### src/rtl/cpu_lsu_pkg.sv
// Shared types and constants for the CPU load/store unit.
//   lsu_size_t     : access size encoding carried on req_size
//   lsu_state_t    : sequencing states of the unit
//   LSU_ADDR_LIMIT : first byte address beyond the data memory
package cpu_lsu_pkg;

    typedef enum logic [1:0] {
        SIZE_B = 2'd0,
        SIZE_H = 2'd1,
        SIZE_W = 2'd2,
        SIZE_X = 2'd3
    } lsu_size_t;

    typedef enum logic [1:0] {
        IDLE  = 2'd0,
        READ  = 2'd1,
        WRITE = 2'd2,
        RESP  = 2'd3
    } lsu_state_t;

    localparam logic [31:0] LSU_ADDR_LIMIT = 32'd4096;

endpackage

### src/rtl/cpu_load_store_unit_if.sv
// Bus bundle between the CPU core, the load/store unit and the data memory.
//   req_*  : request channel, core -> unit (valid/ready)
//   resp_* : response channel, unit -> core (valid/ready)
//   mem_*  : word-wide memory port; mem_rd is combinational from mem_addr
// Modports:
//   master : the environment (core plus data memory)
//   slave  : the load/store unit
interface cpu_load_store_unit_if #(
    parameter int MEM_AW = 10,
    parameter int DATA_W = 32
);
    logic              req_valid;
    logic              req_ready;
    logic              req_write;
    logic [1:0]        req_size;
    logic              req_unsigned;
    logic [31:0]       req_addr;
    logic [DATA_W-1:0] req_wdata;

    logic              resp_valid;
    logic              resp_ready;
    logic [DATA_W-1:0] resp_rdata;
    logic              resp_error;

    logic [MEM_AW-1:0] mem_addr;
    logic              mem_writeen;
    logic [DATA_W-1:0] mem_writeint;
    logic [DATA_W-1:0] mem_rd;

    modport master (
        output req_valid, req_write, req_size, req_unsigned, req_addr, req_wdata,
        output resp_ready, mem_rd,
        input  req_ready, resp_valid, resp_rdata, resp_error,
        input  mem_addr, mem_writeen, mem_writeint
    );

    modport slave (
        input  req_valid, req_write, req_size, req_unsigned, req_addr, req_wdata,
        input  resp_ready, mem_rd,
        output req_ready, resp_valid, resp_rdata, resp_error,
        output mem_addr, mem_writeen, mem_writeint
    );
endinterface

### src/rtl/cpu_lsu_align.sv
// Combinational lane handling for the load/store unit.
//   chk_addr/chk_size -> chk_error  : range, alignment and size check of a request
//   size/lane/is_unsigned           : captured access shape, shared by both paths
//   rd_word -> load_data            : lane extract with sign/zero extension
//   old_word/wdata -> store_data    : read-modify-write merge of the store lanes
module cpu_lsu_align
    import cpu_lsu_pkg::*;
(
    input  logic [31:0] chk_addr,
    input  lsu_size_t   chk_size,
    output logic        chk_error,
    input  lsu_size_t   size,
    input  logic [1:0]  lane,
    input  logic        is_unsigned,
    input  logic [31:0] rd_word,
    output logic [31:0] load_data,
    input  logic [31:0] old_word,
    input  logic [31:0] wdata,
    output logic [31:0] store_data
);
    logic [4:0]  shift;
    logic [31:0] lane_mask;
    logic [31:0] shifted;

    always_comb begin
        shift = {lane, 3'b000};
        case (size)
            SIZE_B:  lane_mask = 32'h0000_00FF;
            SIZE_H:  lane_mask = 32'h0000_FFFF;
            SIZE_W:  lane_mask = 32'hFFFF_FFFF;
            default: lane_mask = 32'h0000_0000;
        endcase
    end

    always_comb begin
        shifted = rd_word >> shift;
        case (size)
            SIZE_B:  load_data = is_unsigned ? {24'd0, shifted[7:0]}
                                             : {{24{shifted[7]}}, shifted[7:0]};
            SIZE_H:  load_data = is_unsigned ? {16'd0, shifted[15:0]}
                                             : {{16{shifted[15]}}, shifted[15:0]};
            SIZE_W:  load_data = shifted;
            default: load_data = 32'd0;
        endcase
    end

    // For a word store the mask covers everything, so old_word drops out.
    assign store_data = (old_word & ~(lane_mask << shift)) | ((wdata & lane_mask) << shift);

    always_comb begin
        chk_error = 1'b0;
        if (chk_addr >= LSU_ADDR_LIMIT)
            chk_error = 1'b1;
        case (chk_size)
            SIZE_H:  if (chk_addr[0]) chk_error = 1'b1;
            SIZE_W:  if (chk_addr[1:0] != 2'b00) chk_error = 1'b1;
            SIZE_X:  chk_error = 1'b1;
            default: ;
        endcase
    end
endmodule

### src/rtl/cpu_load_store_unit.sv
// Initiator side of the CPU data-memory port.
//   clk   : rising-edge clock
//   reset : asynchronous active-high reset
//   bus   : slave view of cpu_load_store_unit_if (request, response, memory port)
// Accepts one request at a time, adds sub-word access by read-modify-write
// and reports misaligned, out-of-range or illegal-size requests as errors.
//
// state | meaning
// IDLE  | ready for a request; captures it on handshake
// READ  | memory read of the captured word (load, or first half of a sub-word store)
// WRITE | one-cycle memory write of the merged/whole word
// RESP  | response held until resp_ready
module cpu_load_store_unit
    import cpu_lsu_pkg::*;
#(
    parameter int MEM_AW = 10,
    parameter int DATA_W = 32
) (
    input logic                  clk,
    input logic                  reset,
    cpu_load_store_unit_if.slave bus
);
    lsu_state_t        state;
    lsu_state_t        next_state;

    logic              cap_write;
    lsu_size_t         cap_size;
    logic              cap_unsigned;
    logic [1:0]        cap_lane;
    logic [MEM_AW-1:0] cap_index;
    logic [DATA_W-1:0] cap_wdata;
    logic [DATA_W-1:0] rd_word;
    logic [DATA_W-1:0] rdata_q;
    logic              error_q;

    logic              req_ready;
    logic              resp_valid;
    logic              mem_writeen;
    logic              chk_error;
    logic [31:0]       load_data;
    logic [31:0]       store_data;
    lsu_size_t         req_size;

    assign req_size = lsu_size_t'(bus.req_size);

    cpu_lsu_align u_align (
        .chk_addr    (bus.req_addr),
        .chk_size    (req_size),
        .chk_error   (chk_error),
        .size        (cap_size),
        .lane        (cap_lane),
        .is_unsigned (cap_unsigned),
        .rd_word     (bus.mem_rd),
        .load_data   (load_data),
        .old_word    (rd_word),
        .wdata       (cap_wdata),
        .store_data  (store_data)
    );

    always_ff @(posedge clk or posedge reset) begin
        if (reset)
            state <= IDLE;
        else
            state <= next_state;
    end

    always_comb begin
        next_state  = state;
        req_ready   = 1'b0;
        resp_valid  = 1'b0;
        mem_writeen = 1'b0;
        case (state)
            IDLE: begin
                req_ready = 1'b1;
                if (bus.req_valid) begin
                    if (chk_error)
                        next_state = RESP;
                    else if (bus.req_write && req_size == SIZE_W)
                        next_state = WRITE;
                    else
                        next_state = READ;
                end
            end
            READ:  next_state = cap_write ? WRITE : RESP;
            WRITE: begin
                mem_writeen = 1'b1;
                next_state  = RESP;
            end
            RESP: begin
                resp_valid = 1'b1;
                if (bus.resp_ready)
                    next_state = IDLE;
            end
            default: next_state = IDLE;
        endcase
    end

    always_ff @(posedge clk or posedge reset) begin
        if (reset) begin
            cap_write    <= 1'b0;
            cap_size     <= SIZE_B;
            cap_unsigned <= 1'b0;
            cap_lane     <= 2'd0;
            cap_index    <= '0;
            cap_wdata    <= '0;
            rd_word      <= '0;
            rdata_q      <= '0;
            error_q      <= 1'b0;
        end else begin
            if (state == IDLE && bus.req_valid) begin
                cap_write    <= bus.req_write;
                cap_size     <= req_size;
                cap_unsigned <= bus.req_unsigned;
                cap_lane     <= bus.req_addr[1:0];
                cap_index    <= bus.req_addr[MEM_AW+1:2];
                cap_wdata    <= bus.req_wdata;
                // Stores and errors respond with zero data.
                rdata_q      <= '0;
                error_q      <= chk_error;
            end
            if (state == READ) begin
                rd_word <= bus.mem_rd;
                if (!cap_write)
                    rdata_q <= load_data;
            end
        end
    end

    assign bus.req_ready    = req_ready;
    assign bus.resp_valid   = resp_valid;
    assign bus.resp_rdata   = rdata_q;
    assign bus.resp_error   = error_q;
    assign bus.mem_addr     = cap_index;
    assign bus.mem_writeen  = mem_writeen;
    assign bus.mem_writeint = (state == WRITE) ? store_data : '0;
endmodule

### src/flat_wrapper.sv
// flat-port wrapper written by rule: the top's interface ports become plain ports
module cpu_load_store_unit_flat import cpu_lsu_pkg::*;
#(
    parameter int MEM_AW = 10,
    parameter int DATA_W = 32
)
  (clk, reset, bus_req_valid, bus_req_write, bus_req_size, bus_req_unsigned, bus_req_addr, bus_req_wdata, bus_resp_ready, bus_mem_rd, bus_req_ready, bus_resp_valid, bus_resp_rdata, bus_resp_error, bus_mem_addr, bus_mem_writeen, bus_mem_writeint);
  cpu_load_store_unit_if #(.MEM_AW(MEM_AW), .DATA_W(DATA_W)) bus_i ();
  input logic clk;
  input logic reset;
  input wire logic [$bits(bus_i.req_valid)-1:0] bus_req_valid;
  input wire logic [$bits(bus_i.req_write)-1:0] bus_req_write;
  input wire logic [$bits(bus_i.req_size)-1:0] bus_req_size;
  input wire logic [$bits(bus_i.req_unsigned)-1:0] bus_req_unsigned;
  input wire logic [$bits(bus_i.req_addr)-1:0] bus_req_addr;
  input wire logic [$bits(bus_i.req_wdata)-1:0] bus_req_wdata;
  input wire logic [$bits(bus_i.resp_ready)-1:0] bus_resp_ready;
  input wire logic [$bits(bus_i.mem_rd)-1:0] bus_mem_rd;
  output wire logic [$bits(bus_i.req_ready)-1:0] bus_req_ready;
  output wire logic [$bits(bus_i.resp_valid)-1:0] bus_resp_valid;
  output wire logic [$bits(bus_i.resp_rdata)-1:0] bus_resp_rdata;
  output wire logic [$bits(bus_i.resp_error)-1:0] bus_resp_error;
  output wire logic [$bits(bus_i.mem_addr)-1:0] bus_mem_addr;
  output wire logic [$bits(bus_i.mem_writeen)-1:0] bus_mem_writeen;
  output wire logic [$bits(bus_i.mem_writeint)-1:0] bus_mem_writeint;
  assign bus_i.req_valid = bus_req_valid;
  assign bus_i.req_write = bus_req_write;
  assign bus_i.req_size = bus_req_size;
  assign bus_i.req_unsigned = bus_req_unsigned;
  assign bus_i.req_addr = bus_req_addr;
  assign bus_i.req_wdata = bus_req_wdata;
  assign bus_i.resp_ready = bus_resp_ready;
  assign bus_i.mem_rd = bus_mem_rd;
  assign bus_req_ready = bus_i.req_ready;
  assign bus_resp_valid = bus_i.resp_valid;
  assign bus_resp_rdata = bus_i.resp_rdata;
  assign bus_resp_error = bus_i.resp_error;
  assign bus_mem_addr = bus_i.mem_addr;
  assign bus_mem_writeen = bus_i.mem_writeen;
  assign bus_mem_writeint = bus_i.mem_writeint;
  cpu_load_store_unit #(.MEM_AW(MEM_AW), .DATA_W(DATA_W)) u_core (.clk(clk), .reset(reset), .bus(bus_i));
endmodule
### config.mk
export PLATFORM = sky130hd
export DESIGN_NAME = cpu_load_store_unit_flat
export DESIGN_NICKNAME = d
export VERILOG_FILES = /design/src/rtl/cpu_lsu_pkg.sv /design/src/rtl/cpu_load_store_unit_if.sv /design/src/rtl/cpu_lsu_align.sv /design/src/rtl/cpu_load_store_unit.sv /design/src/flat_wrapper.sv
export SDC_FILE = /design/constraint.sdc
export NUM_CORES = 1
export LEC_CHECK = 0
export CORE_ASPECT_RATIO = 1.1
export CORE_UTILIZATION = 48
export DETAILED_ROUTE_END_ITERATION = 8
export PLACE_DENSITY = 0.94
export SYNTH_ARGS = -nofsm -noshare
export SYNTH_HDL_FRONTEND = slang
export SYNTH_SLANG_ARGS = --single-unit
### constraint.sdc
create_clock -name clk -period 4.3 [get_ports clk]
set_input_delay 0.43 -clock clk [delete_from_list [all_inputs] [get_ports clk]]
set_output_delay 0.43 -clock clk [all_outputs]
set_load 0.03 [all_outputs]
---- After elaboration in Yosys (flattened, before gate mapping) ----
Index checks and enable logic that the tools add are counted.
storage, ports and cells
  register bits ........................... 115
  input port bits ......................... 104
  output and inout bits ................... 78
  logic and storage cells ................. 55
cells by class
  $lt $le $gt $ge ......................... 1
  equality and inequality tests ........... 10
  shift operators ......................... 3
  multiplexer cells ....................... 21
  bitwise logic cells ..................... 4
  reduce and logical (&&, ||, !) cells .... 6
operators by type and width
  cell                  number
  $mux 32               6
  $pmux 32 s3           2
  $and 32x32->32        2
  $shl 32x5->32         2
  $ge 32x13->1 const B  1
  $not 32->32           1
  $or 32x32->32         1
  $shr 32x5->32         1
  $eq 2x2->1 const B    5
  $mux 2                4
  $pmux 2 s4            1
  $mux 1                7
  $eq 2x1->1 const B    3
  $logic_not 2->1       2
  $ne 2x2->1 const B    2
  $pmux 1 s3            1
  $logic_and 1x1->1     2
  $reduce_and 2->1      1
  $reduce_bool 2->1     1

---- Logic depth before layout (Yosys ltp) ----
Gate-level depths: netlist (run 1).
  depth after elaboration ................. 7
  gate-level depth with buffers ........... 9
  gate-level depth less buffers ........... 6

---- Modules after synthesis ----
Synthesis (run 1) repeated with hierarchy kept, for this count alone.
second synthesis, totals
  cells, all modules ...................... 538
  area total of the unflattened synthesis .. 6237.2 sq um
modules (own cells, without submodules)
  module               times used  cells an instance  area each (sq um)  seq. area each (sq um)
  cpu_load_store_unit  1           302                4596.9             2877.8
  cpu_lsu_align        1           236                1640.3             0.0

---- Worst setup path after synthesis (run 1) ----
OpenSTA, ideal clock, no wires.
  kind .................................... register -> output
  from .................................... register u_core.cap_size[0]
  to ...................................... output bus_mem_writeint[22]
  arrival ................................. 2361 ps
  required time ........................... 3870 ps
  setup slack ............................. 1509 ps
  cell stages (with the launch flop) ...... 8
  path buffers ............................ 2
  cells stage by stage .................... dfrtp_1 inv_1 ha_1 clkbuf_1 and3_1 clkbuf_1 or3b_2 a21boi_0
on the way
  longest elaborated chain between the ends .. 7
  elaborated cells on any way between the ends .. 11
  those cells by class .................... eq/ne (2); shift (2); mux (2); bitwise (4); reduce/logical (1)
RTL lines
  element                                   RTL line                    text
  start: declaration                        cpu_load_store_unit.sv:27   lsu_size_t cap_size;
  start signal: assignment                  cpu_load_store_unit.sv:112  cap_size <= req_size;
  $eq 2x2->1, or another cell as far along  cpu_lsu_align.sv:27         case (size)
  $pmux 32 s3 *                             cpu_lsu_align.sv:27
  $shl 32x5->32                             cpu_lsu_align.sv:48         assign store_data = (old_word & ~(lane_mask << shift)) | ((wdata & lane_mask) << shift);
  $not 32->32                               cpu_lsu_align.sv:48
  $and 32x32->32                            cpu_lsu_align.sv:48
  $or 32x32->32 *                           cpu_lsu_align.sv:48
  $mux 32 *                                 cpu_load_store_unit.sv:135  assign bus.mem_writeint = (state == WRITE) ? store_data : '0;
  end: declaration                          flat_wrapper.sv:25          output wire logic [$bits(bus_i.mem_writeint)-1:0] bus_mem_writeint;
Every way passes the cells marked *; elsewhere a longest branch is shown, timed or not.

---- Worst setup path after layout (run 1) ----
  from .................................... register u_core.cap_size[0]
  to ...................................... output bus_mem_writeint[25]
The elaborated chain is that of the path after synthesis.

==> summary.md, run 1 <==
| Metric | Value |
|---|---|
| Status | finished clean |
| Drt wl/cell | 20.5 um |
| Hold Slack | 0.478 ns |
| Number of max-cap violations | 0 |
| Cells on worst reg2reg path | 7 |
| Largest net degree at the start of global routing | 67 |
| Hold Path Origin | u_core.bus.resp_rdata[10] |
| Worst slew pin tran | 1.16 ns |
| Die width | 109 um |
| Largest family of logic cells by synthesized area | multiplexers |
| Syn nets | 638 |
| TritonCTS buffer count | 17 |
| Grt ovf | 0 |
| Crit path required time | 3.87 ns |
| CTS root buffer | clkbuf_16 |
| Synthesis-to-finish area growth | 41.7% |
| DRT iter0 DRCs | 339 |
| Multiplexer share of the synthesized area | 21.8% |
| Hold depth | 2 |
| Compound-Gate Fraction of Synth Area | 14.3% |
| Hold Vio Cnt, Final | 0 |
| H-tree Lvls | 4 |
| Drt drc | 0 |
| Vias/cell | 5.89 |
| Diode count | 0 |
| Setup Fix Bufs, Post-CTS | 0 |
| Crit-path cells | inv_1 > ha_1 > or2_2 > a31oi_1 > buf_4 > a222oi_1 > nor2b_1 > clkdlybuf4s50_1 |
| Internal power | 4.31 mW |
| Worst skew pair latency | 0.41 ns |
| Type of the tightest min-delay check | register to register |
| Die area | 13,000 um^2 |
| Clock transition at path regs | 0.05 ns |
| Switching Share | 41.1% |
| Vias in the first global route | 5,157 |
| Core footprint | 12,100 um^2 |
| Final wirelength | 17,500 um |
| Sequential-to-total area share from yosys stat | 47.9% |
| Post-synth EDFFs | 0 |
| Starting Density | 49.5% |
| Setup Skew | 0.00675 ns |
| Io pins | 182 |
| XOR/XNOR Fraction of Synth Area | 0% |
| GRT Resource Usage Total | 28.2% |
| Share of cells above drive strength 1 | 20.5% |
| Worst path slowest cell | clkdlybuf4s50_1 |
| Synth Warn # | 0 |
| Minimum clock period | 3.59 ns |
| CTS Hold Buffers Added | 0 |
| Vias post-DR | 5,053 |
| Post-cts sizing count | 0 |
| Simple-gate portion of the synthesized area | 10.1% |
| Synthesized area per cell | 11.5 um^2 |
| Combinational Power Share | 52.5% |
| First-pass GRT wire length | 27,300 um |
| Net Sw Power | 3.01 mW |
| R2R Path Start | u_core.state[1] |
| RSZ-0062 raised after global routing | false |
| Setup tns final | 0 ns |
| Clock power frac | 19.7% |
| Antenna violations before repair | 0 |
| Sequential Power Share | 27.9% |
| Async set or reset register ratio after synthesis | 100% |
| Drt pass-1 iters | 6 |
| Worst reg2reg path endpoint | u_core.bus.resp_rdata[30] |
| Slowest stage delay, CP | 0.71 ns |
| WS Path Type | register to primary output |
| IO buf count | 181 |
| Die height | 119 um |
| Gate count of the mapped netlist | 523 |
| Power per Cell Area | 860 nW/um^2 |
| Worst Path Max Fanout | 18 |
| Cell row count | 42 |
| Power consumption | 7.32 mW |
| Worst vdd ir | 0.458 mV |
| TritonCTS sink count | 115 |
| CP Capture Type | primary output |
| GP Congestion | 0.890 |
| Syn Std Cell Area | 6010 um^2 |
| Critical path arrival | 3.16 ns |
| DP HPWL | 12,600 um |
| Yosys cell types | 40 |
| Post-route ant nets | 0 |
| Nets | 806 |
| Final period util | 83.4% |
| Adder-cell share of the synthesized area | 2.29% |
| Commonest non-fill, non-tap cell in the layout | clkdlybuf4s50_1 |
| Hold-critical path endpoint | u_core.bus.resp_rdata[10] |
| Most frequent cells in the layout | clkdlybuf4s50_1, dfrtp_1, mux2_2, nor2b_1, nand2_1 |
| Critical path startpoint category | register |
| Final-layout fill cell count | 850 |
| Fin. max-slew vios | 0 |
| CTS tree | built |
| Ys flop type | dfrtp_1 |
| Maximum clock insertion buffer count | 2 |
| R2R setup slack | 1.58 ns |
| #FFs+latches synth | 115 |
| Leak | 3.52 nW |
| Slew margin rel. | 22.5% |
| Setup-failing EPs final | 0 |
| Fmax | 279 MHz |
[worst max-delay path: cells and delay by family, from the launching register on]
| kind | cells | cell delay, ns |
|---|---|---|
| compound gates | 2 | 0.28 |
| buf+inv | 3 | 0.98 |
| simple gates | 2 | 0.58 |
| flops | 1 | 0.38 |
| fa+ha+maj | 1 | 0.52 |
[area by class of cell]
class                      count  area [um^2]  area share, %
multi-input combinational    358         2920           34.3
sequential                   115         2880           33.8
timing repair buffer         189         1880           22.1
clock buffer                  21          460           5.41
tap                          154          193           2.26
clock inverter                11          134           1.57
inverter                      10         40.0          0.470
[worst max path at each step]
| stage | startpoint | end | slack, ns | cells after the start |
|---|---|---|---|---|
| CTS | u_core.cap_size[0] | bus_mem_writeint[25] | 0.73 | 8 |
| floorplan | reset | u_core.bus.mem_addr[0] | 0.83 | 1 |
| finish | u_core.cap_size[0] | bus_mem_writeint[25] | 0.71 | 8 |
| detailed placement | u_core.cap_size[0] | bus_mem_writeint[25] | 1.18 | 8 |
| global placement | u_core.cap_size[0] | bus_mem_writeint[24] | 1.24 | 8 |
| global route | u_core.cap_size[0] | bus_mem_writeint[25] | 0.51 | 8 |
[cell usage after synthesis, types with 2 or more instances]
library cell,count,area (um^2)
nor2b_1,31,194
and3_1,2,12.5
o21ai_0,30,150
buf_1,6,22.5
a221o_1,16,160
a31oi_1,2,12.5
nor4_1,5,31.3
a222oi_1,8,80.1
inv_1,10,37.5
buf_2,3,15.0
nor3b_1,6,45.0
a21boi_0,2,15.0
buf_6,3,33.8
mux2i_1,23,230
nor2_1,12,45.0
o32ai_1,2,17.5
o21a_1,6,45.0
a32oi_1,6,52.6
dfrtp_1,115,2880
a21oi_1,18,90.1
or3b_2,3,26.3
a22oi_1,10,75.1
or2_2,2,12.5
mux2_2,94,1060
nand2b_1,2,12.5
nand3b_1,8,60.1
clkbuf_1,28,105
ha_1,11,138
nand3_1,4,20.0
nand2_1,32,120
o2bb2ai_1,14,123
[layer usage]
layer	GRT usage [%]	up-vias	part of all wire (%)
met2	45.6	250	49
met3	5.15	36	6.9
met4	11.7	0	2.4
met5	0	-	0
li1	-	2280	-
met1	37.0	2487	41
[metrics by stage]
stage                     instance area, um^2  instances  worst slack (ns)  util, %
after floorplan                          6010        523             0.826        -
after global placement                   7920        826              1.24     65.2
after detailed placement                 7920        826              1.18     65.2
after CTS                                8510        858             0.727     70.1
after global routing                     8510        858             0.514     70.1
final                                    8510        858             0.714     70.1
[power groups by stage]
stage	combinational (mW)	clock, mW	sequential, mW
floorplan	2.32	0	2.18
global placement	3.73	0	2.01
detailed placement	3.80	0	2.03
CTS	3.84	1.45	2.03
global route	4.07	1.51	2.10
finish	3.84	1.44	2.04
[state kept, by name, summed over array words and instances, names as in the netlist, 2 cells and up]
register and flops:
u_core.state 2, u_core.cap_size 2, u_core.cap_lane 2, u_core.cap_wdata 32
u_core.rd_word 32, u_core.bus.mem_addr 10, u_core.bus.resp_rdata 32
[cells by family (layout without fill, tap and decap cells)]
kind of cell / count (synthesis) / in the layout
AO/OA/AOI/OAI: 119 / 119
adder cells (fa/ha/maj): 11 / 11
buffers and inverters: 50 / 231
flip-flops: 115 / 115
multiplexers: 118 / 118
AND/OR/NAND/NOR: 110 / 110
No activity file was read; power rests on OpenSTA's default activity.
==> run 2, diff against run 1 <==
==> constraint.sdc (replaced) <==
create_clock -name clk -period 3.6 [get_ports clk]
set_input_delay 0.36 -clock clk [delete_from_list [all_inputs] [get_ports clk]]
set_output_delay 0.36 -clock clk [all_outputs]
set_load 0.03 [all_outputs]
==> run 2 against run 1 <==
Utilization down 0.052 points. First-iteration DRC count down 18%. Cell area about the same. Sequential power up 20%. Global-route usage up 0.51 points. Clock-buffer cell count up 2. Register-to-register slack worse by 0.65 ns. Sequential share of layout area about the same. Combinational power up 20%. Die area unchanged. Critical endpoint is now bus_mem_writeint[23]. Highest routed layer unchanged.
==> summary.md, run 2 (synthesis gave the netlist of run 1 again) <==
| Metric | Value |
|---|---|
| Status | finished clean |
| Drt drc | 0 |
| Net Sw Power | 3.58 mW |
| Combinational Power Share | 53.5% |
| Leak | 3.51 nW |
| Drt wl/cell | 20.4 um |
| RSZ-0062 raised after global routing | false |
| Switching Share | 41.5% |
| Placed cells | 830 |
| Final-layout fill cell count | 856 |
| Vias post-DR | 4,929 |
| Fin. max-slew vios | 0 |
| Power per Cell Area | 1010 nW/um^2 |
| Final wirelength | 17,600 um |
| Die width | 109 um |
| Die area | 13,000 um^2 |
| Fin cells | 862 |
| Worst skew pair latency | 0.42 ns |
| Post-cts sizing count | 0 |
| Number of max-cap violations | 0 |
| Met3 WL | 915 um |
| GP Congestion | 0.917 |
| Nets | 810 |
| Slew margin rel. | 31.3% |
| Hold Slack | 0.450 ns |
| Starting Density | 49.5% |
| Largest delay share family, worst path | buffers and inverters |
| DR top layer | met4 |
| Vias in the first global route | 5,343 |
| Antenna violations before repair | 0 |
| Critical path startpoint category | register |
| Setup Skew | 0.00683 ns |
| Power consumption | 8.63 mW |
| CTS Hold Buffers Added | 0 |
| IO buf count | 181 |
| Share of cells above drive strength 1 | 20.8% |
| TritonCTS sink count | 115 |
| Final WS setup | 0.186 ns |
| Crit path required time | 3.24 ns |
| Post-route ant nets | 0 |
| Worst path slowest cell | clkdlybuf4s50_1 |
| DRT iter0 DRCs | 279 |
| M1 WL | 7630 um |
| Critical path arrival | 3.05 ns |
| Setup Fix Bufs, Post-CTS | 0 |
| CTS root buffer | clkbuf_16 |
| Commonest non-fill, non-tap cell in the layout | clkdlybuf4s50_1 |
| Routed length on met2 | 8810 um |
| Io pins | 182 |
| WS Path Type | register to primary output |
| Final period util | 94.8% |
| Diode count | 0 |
| Setup-failing EPs final | 0 |
| Grt ovf | 0 |
| Fmax | 293 MHz |
| Die height | 119 um |
| Worst vdd ir | 0.545 mV |
| Slowest stage delay, CP | 0.70 ns |
| Synthesis-to-finish area growth | 41.6% |
| Most frequent cells in the layout | clkdlybuf4s50_1, dfrtp_1, mux2_2, nor2b_1, nand2_1 |
| Drt pass-1 iters | 5 |
| Worst slew pin tran | 1.03 ns |
| CTS tree | built |
| Clock power frac | 18.3% |
| H-tree Lvls | 4 |
| TritonCTS buffer count | 17 |
| Cell row count | 42 |
| Largest net degree at the start of global routing | 66 |
| GRT Resource Usage Total | 28.7% |
| First-pass GRT wire length | 28,000 um |
| Minimum clock period | 3.41 ns |
| Worst Path Max Fanout | 17 |
| Pre-CTS WS | 0.627 ns |
| Type of the tightest min-delay check | primary input to asynchronous set/reset pin |
| Maximum clock insertion buffer count | 2 |
| DP HPWL | 13,000 um |
| Internal power | 5.05 mW |
| Setup tns final | 0 ns |
| CP bufs+invs | 3 |
| Core footprint | 12,100 um^2 |
| Crit-path cells | inv_1 > ha_1 > buf_4 > and3_1 > or3b_2 > a21boi_0 > clkdlybuf4s50_1 |
| Vias/cell | 5.72 |
| Sequential Power Share | 28.3% |
| CP Capture Type | primary output |
| Hold Vio Cnt, Final | 0 |
| Clock transition at path regs | 0.05 ns |
run 2: path summary, 6_finish.rpt:
check,end,depth (start not counted),startpoint,slack [ns]
worst min register to register,u_core.bus.resp_error,2,u_core.bus.resp_error,0.49
worst min-delay path,u_core.rd_word[6],2,reset,0.45
worst max-delay path,bus_mem_writeint[23],7,u_core.cap_size[0],0.19
max in group asynchronous,u_core.rd_word[27],3,reset,2.42
worst max register to register,u_core.bus.resp_rdata[20],5,u_core.cap_lane[0],0.93
min in group clk,u_core.bus.resp_error,2,u_core.bus.resp_error,0.49
run 2: metal layers:
layer / up-vias / track usage, %
met5: - / 0
met4: 0 / 9.71
met3: 24 / 4.71
met2: 174 / 46.8
met1: 2451 / 38.5
li1: 2280 / -
run 2: worst register-to-register path, delay by kind of cell (launching register included):
family / cells / cell delay [ns]
and+or+nand+nor: 1 / 0.29
DFF: 1 / 0.71
muxes: 1 / 0.40
AOI/OAI and AO/OA: 2 / 0.67
buffers and inverters: 1 / 0.48
run 2: area by class of cell:
type                    count  area (um^2)  share of cell area [%]
multi-input cells         358         2920                    34.4
flip-flops and latches    115         2880                    33.8
repair buffers            193         1910                    22.5
clock buffers              23          478                    5.62
well taps                 154          193                    2.27
clock inverters             9         80.1                   0.941
inverters                  10         40.0                   0.471
run 2: power groups by stage:
stage	sequential [mW]	clock (mW)	combinational, mW
floorplan	2.61	0	2.77
global placement	2.42	0	4.49
detailed placement	2.43	0	4.58
CTS	2.43	1.59	4.62
global route	2.52	1.66	4.92
finish	2.44	1.58	4.62
run 2: metrics by stage:
stage          area (um^2)  utilization, %
2_1_floorplan         6010               -
3_3_place_gp          7950            65.5
3_5_place_dp          7950            65.5
4_1_cts               8510            70.1
5_1_grt               8510            70.1
6_report              8510            70.1
==> run 3, diff against run 2 <==
--- a/config.mk
+++ b/config.mk
@@ -5,10 +5,11 @@
 export SDC_FILE = /design/constraint.sdc
 export NUM_CORES = 1
 export LEC_CHECK = 0
+export ABC_AREA = 1
 export CORE_ASPECT_RATIO = 1.1
 export CORE_UTILIZATION = 48
 export DETAILED_ROUTE_END_ITERATION = 8
-export PLACE_DENSITY = 0.94
+export PLACE_DENSITY = 0.93
 export SYNTH_ARGS = -nofsm -noshare
 export SYNTH_HDL_FRONTEND = slang
 export SYNTH_SLANG_ARGS = --single-unit
==> run 3 against run 2 <==
Clock-buffer cell count fell by 5. Highest routed layer unchanged. Setup slack better by 0.23 ns. Utilization is 1.7 points lower. Critical endpoint is now bus_mem_writeint[7]. Die area rose by 3.2%. Sequential power down 6%. Worst hold slack got worse by 0.042 ns. Total power is 0.12% lower. Sequential cell count unchanged. Clock skew shrank 0.0017 ns. Synthesized cell count grew 63%. Cell count is 37% higher. Clock power grew 11%.
==> summary.md, run 3 <==
| Metric | Value |
|---|---|
| Status | finished clean |
| Cell row count | 43 |
| Slew margin rel. | 34.3% |
| CTS Hold Buffers Added | 0 |
| Worst slew pin tran | 0.986 ns |
| #FFs+latches synth | 115 |
| CTS tree | built |
| Post-synth top area cell | dfrtp_1 |
| Final instance area | 8610 um^2 |
| Async set or reset register ratio after synthesis | 100% |
| TritonCTS buffer count | 17 |
| WS Path Type | register to primary output |
| Fin. max-slew vios | 0 |
| Maximum clock insertion buffer count | 2 |
| Antenna violations before repair | 0 |
| Setup-failing EPs final | 0 |
| Synthesized area per cell | 7.28 um^2 |
| Hold Vio Cnt, Final | 0 |
| IO buf count | 181 |
| GRT Resource Usage Total | 30.9% |
| DP HPWL | 14,400 um |
| Crit path required time | 3.24 ns |
| Number of max-cap violations | 0 |
| Minimum clock period | 3.19 ns |
| TritonCTS sink count | 115 |
| Leak | 4.15 nW |
| Fmax | 314 MHz |
| Hold Slack | 0.409 ns |
| Drt drc | 0 |
| Commonest non-fill, non-tap cell in the layout | nand2_1 |
| Final wirelength | 20,500 um |
| Critical path startpoint category | register |
| Setup tns final | 0 ns |
| Vias post-DR | 6,632 |
| DRT iter0 DRCs | 775 |
| Diode count | 0 |
| Largest net degree at the start of global routing | 71 |
| Starting Density | 49.3% |
| Grt ovf | 0 |
| Drt wl/cell | 17.4 um |
| Worst Path Max Fanout | 15 |
| Final-layout fill cell count | 1,040 |
| Sequential-to-total area share from yosys stat | 46.4% |
| Die height | 121 um |
| CP Capture Type | primary output |
| Die area | 13,400 um^2 |
| Power per Cell Area | 1000 nW/um^2 |
| Worst vdd ir | 0.700 mV |
| Nets | 1,126 |
| Crit path from | u_core.cap_size[0] |
| Yosys cell types | 31 |
| Placed cell area | 8000 um^2 |
| Share of cells above drive strength 1 | 7.81% |
| Critical path arrival | 2.83 ns |
| Setup Fix Bufs, Post-CTS | 0 |
| Top-area cell type share of the netlist area | 46.4% |
| Synth Warn # | 0 |
| Post-cts sizing count | 0 |
| Post-synth EDFFs | 0 |
| Most frequent cells in the layout | nand2_1, clkdlybuf4s50_1, dfrtp_1, nand3_1, a21oi_1 |
| Clock transition at path regs | 0.06 ns |
| Gate count of the mapped netlist | 852 |
| CTS root buffer | clkbuf_16 |
| GP Congestion | 0.933 |
| Syn Std Cell Area | 6210 um^2 |
| Type of the tightest min-delay check | primary input to asynchronous set/reset pin |
| Post-route ant nets | 0 |
| Die width | 110 um |
| Vias/cell | 5.62 |
| H-tree Lvls | 4 |
| RSZ-0062 raised after global routing | false |
| Count leader, synth | nand2_1 |
| Top post-synthesis cells by area | dfrtp_1, nand2_1, nand3_1 |
| Core footprint | 12,600 um^2 |
| Worst skew pair latency | 0.42 ns |
| R2R Path Start | u_core.state[1] |
| Setup Skew | 0.00513 ns |
| First-pass GRT wire length | 32,300 um |
| Vias in the first global route | 6,410 |
| Io pins | 182 |
| Commonest cells in the netlist | nand2_1, dfrtp_1, nand3_1, a21oi_1, o21ai_0 |
| Synthesis-to-finish area growth | 38.8% |
| Ys flop type | dfrtp_1 |
| Drt pass-1 iters | 6 |
| Syn nets | 967 |
| Final period util | 88.5% |
## run 3: changes by cell type after synthesis, moves of 10 or more
cell	previous run	this run
a22oi_1	10	0
nand3_1	4	66
o21ai_0	30	47
o2bb2ai_1	14	0
mux2i_1	23	1
mux2_2	94	0
nor2_1	12	35
a221o_1	16	0
o22ai_1	0	20
a21oi_1	18	48
nand2_1	32	376
nor2b_1	31	0
buf_2	3	13
inv_1	10	38
## run 3: worst paths after layout
| kind | end | cells after the start | slack (ns) |
|---|---|---|---|
| min in group clk | u_core.bus.mem_addr[5] | 2 | 0.48 |
| setup reg to reg | u_core.state[0] | 9 | 1.21 |
| max in group asynchronous | u_core.cap_wdata[10] | 3 | 2.41 |
| hold / removal | u_core.bus.resp_rdata[19] | 2 | 0.41 |
| setup / recovery | bus_mem_writeint[7] | 6 | 0.41 |
| hold reg to reg | u_core.bus.mem_addr[5] | 2 | 0.48 |
## run 3: cell type report
class,instances,area (um^2),area share [%]
clock buffers,18,439,5.10
clock inverters,14,178,2.06
inverters,44,168,1.95
multi-input cells,643,2920,33.9
flip-flops and latches,115,2880,33.4
well taps,157,196,2.28
repair buffers,190,1830,21.3
## run 3: stage by stage
stage,power [mW],setup slack [ns],cells,util (%)
CTS,8.56,0.482,1181,68.4
global placement,6.65,1.05,1149,63.5
global route,9.11,0.316,1181,68.4
floorplan,5.24,0.196,852,-
detailed placement,6.74,0.928,1149,63.5
finish,8.62,0.415,1181,68.4
## run 3: logic make-up after synthesis
group | after synthesis | share of synthesized area [%]
buf+inv | 94 | 6.55
compound gates | 141 | 12.8
fa+ha+maj | 11 | 2.22
mux | 1 | 0.161
flops | 115 | 46.4
simple gates | 490 | 31.9
## run 3: worst max-delay path: stages, from the launching register on
cell and delay [ns]:
dfrtp_1 0.41, ha_1 0.31, nor2_2 0.50, nand2_1 0.33
nand2_1 0.17, a21oi_1 0.08, clkdlybuf4s50_1 0.60
## run 3: where the power goes
group / switching (mW) / internal, mW / leakage (nW)
sequential: 0.410 / 1.89 / 1.45
combinational: 3.04 / 1.53 / 2.41
clock: 0.644 / 1.11 / 0.290
total: 4.10 / 4.53 / 4.15
## run 3: layer usage
metal / global-route usage, % / up-vias / wire length [um]
met5: 1.57 / - / 0
met4: 17.0 / 0 / 1070
met3: 6.79 / 91 / 1680
met2: 49.8 / 423 / 9690
met1: 38.8 / 3040 / 8090
li1: - / 3078 / -
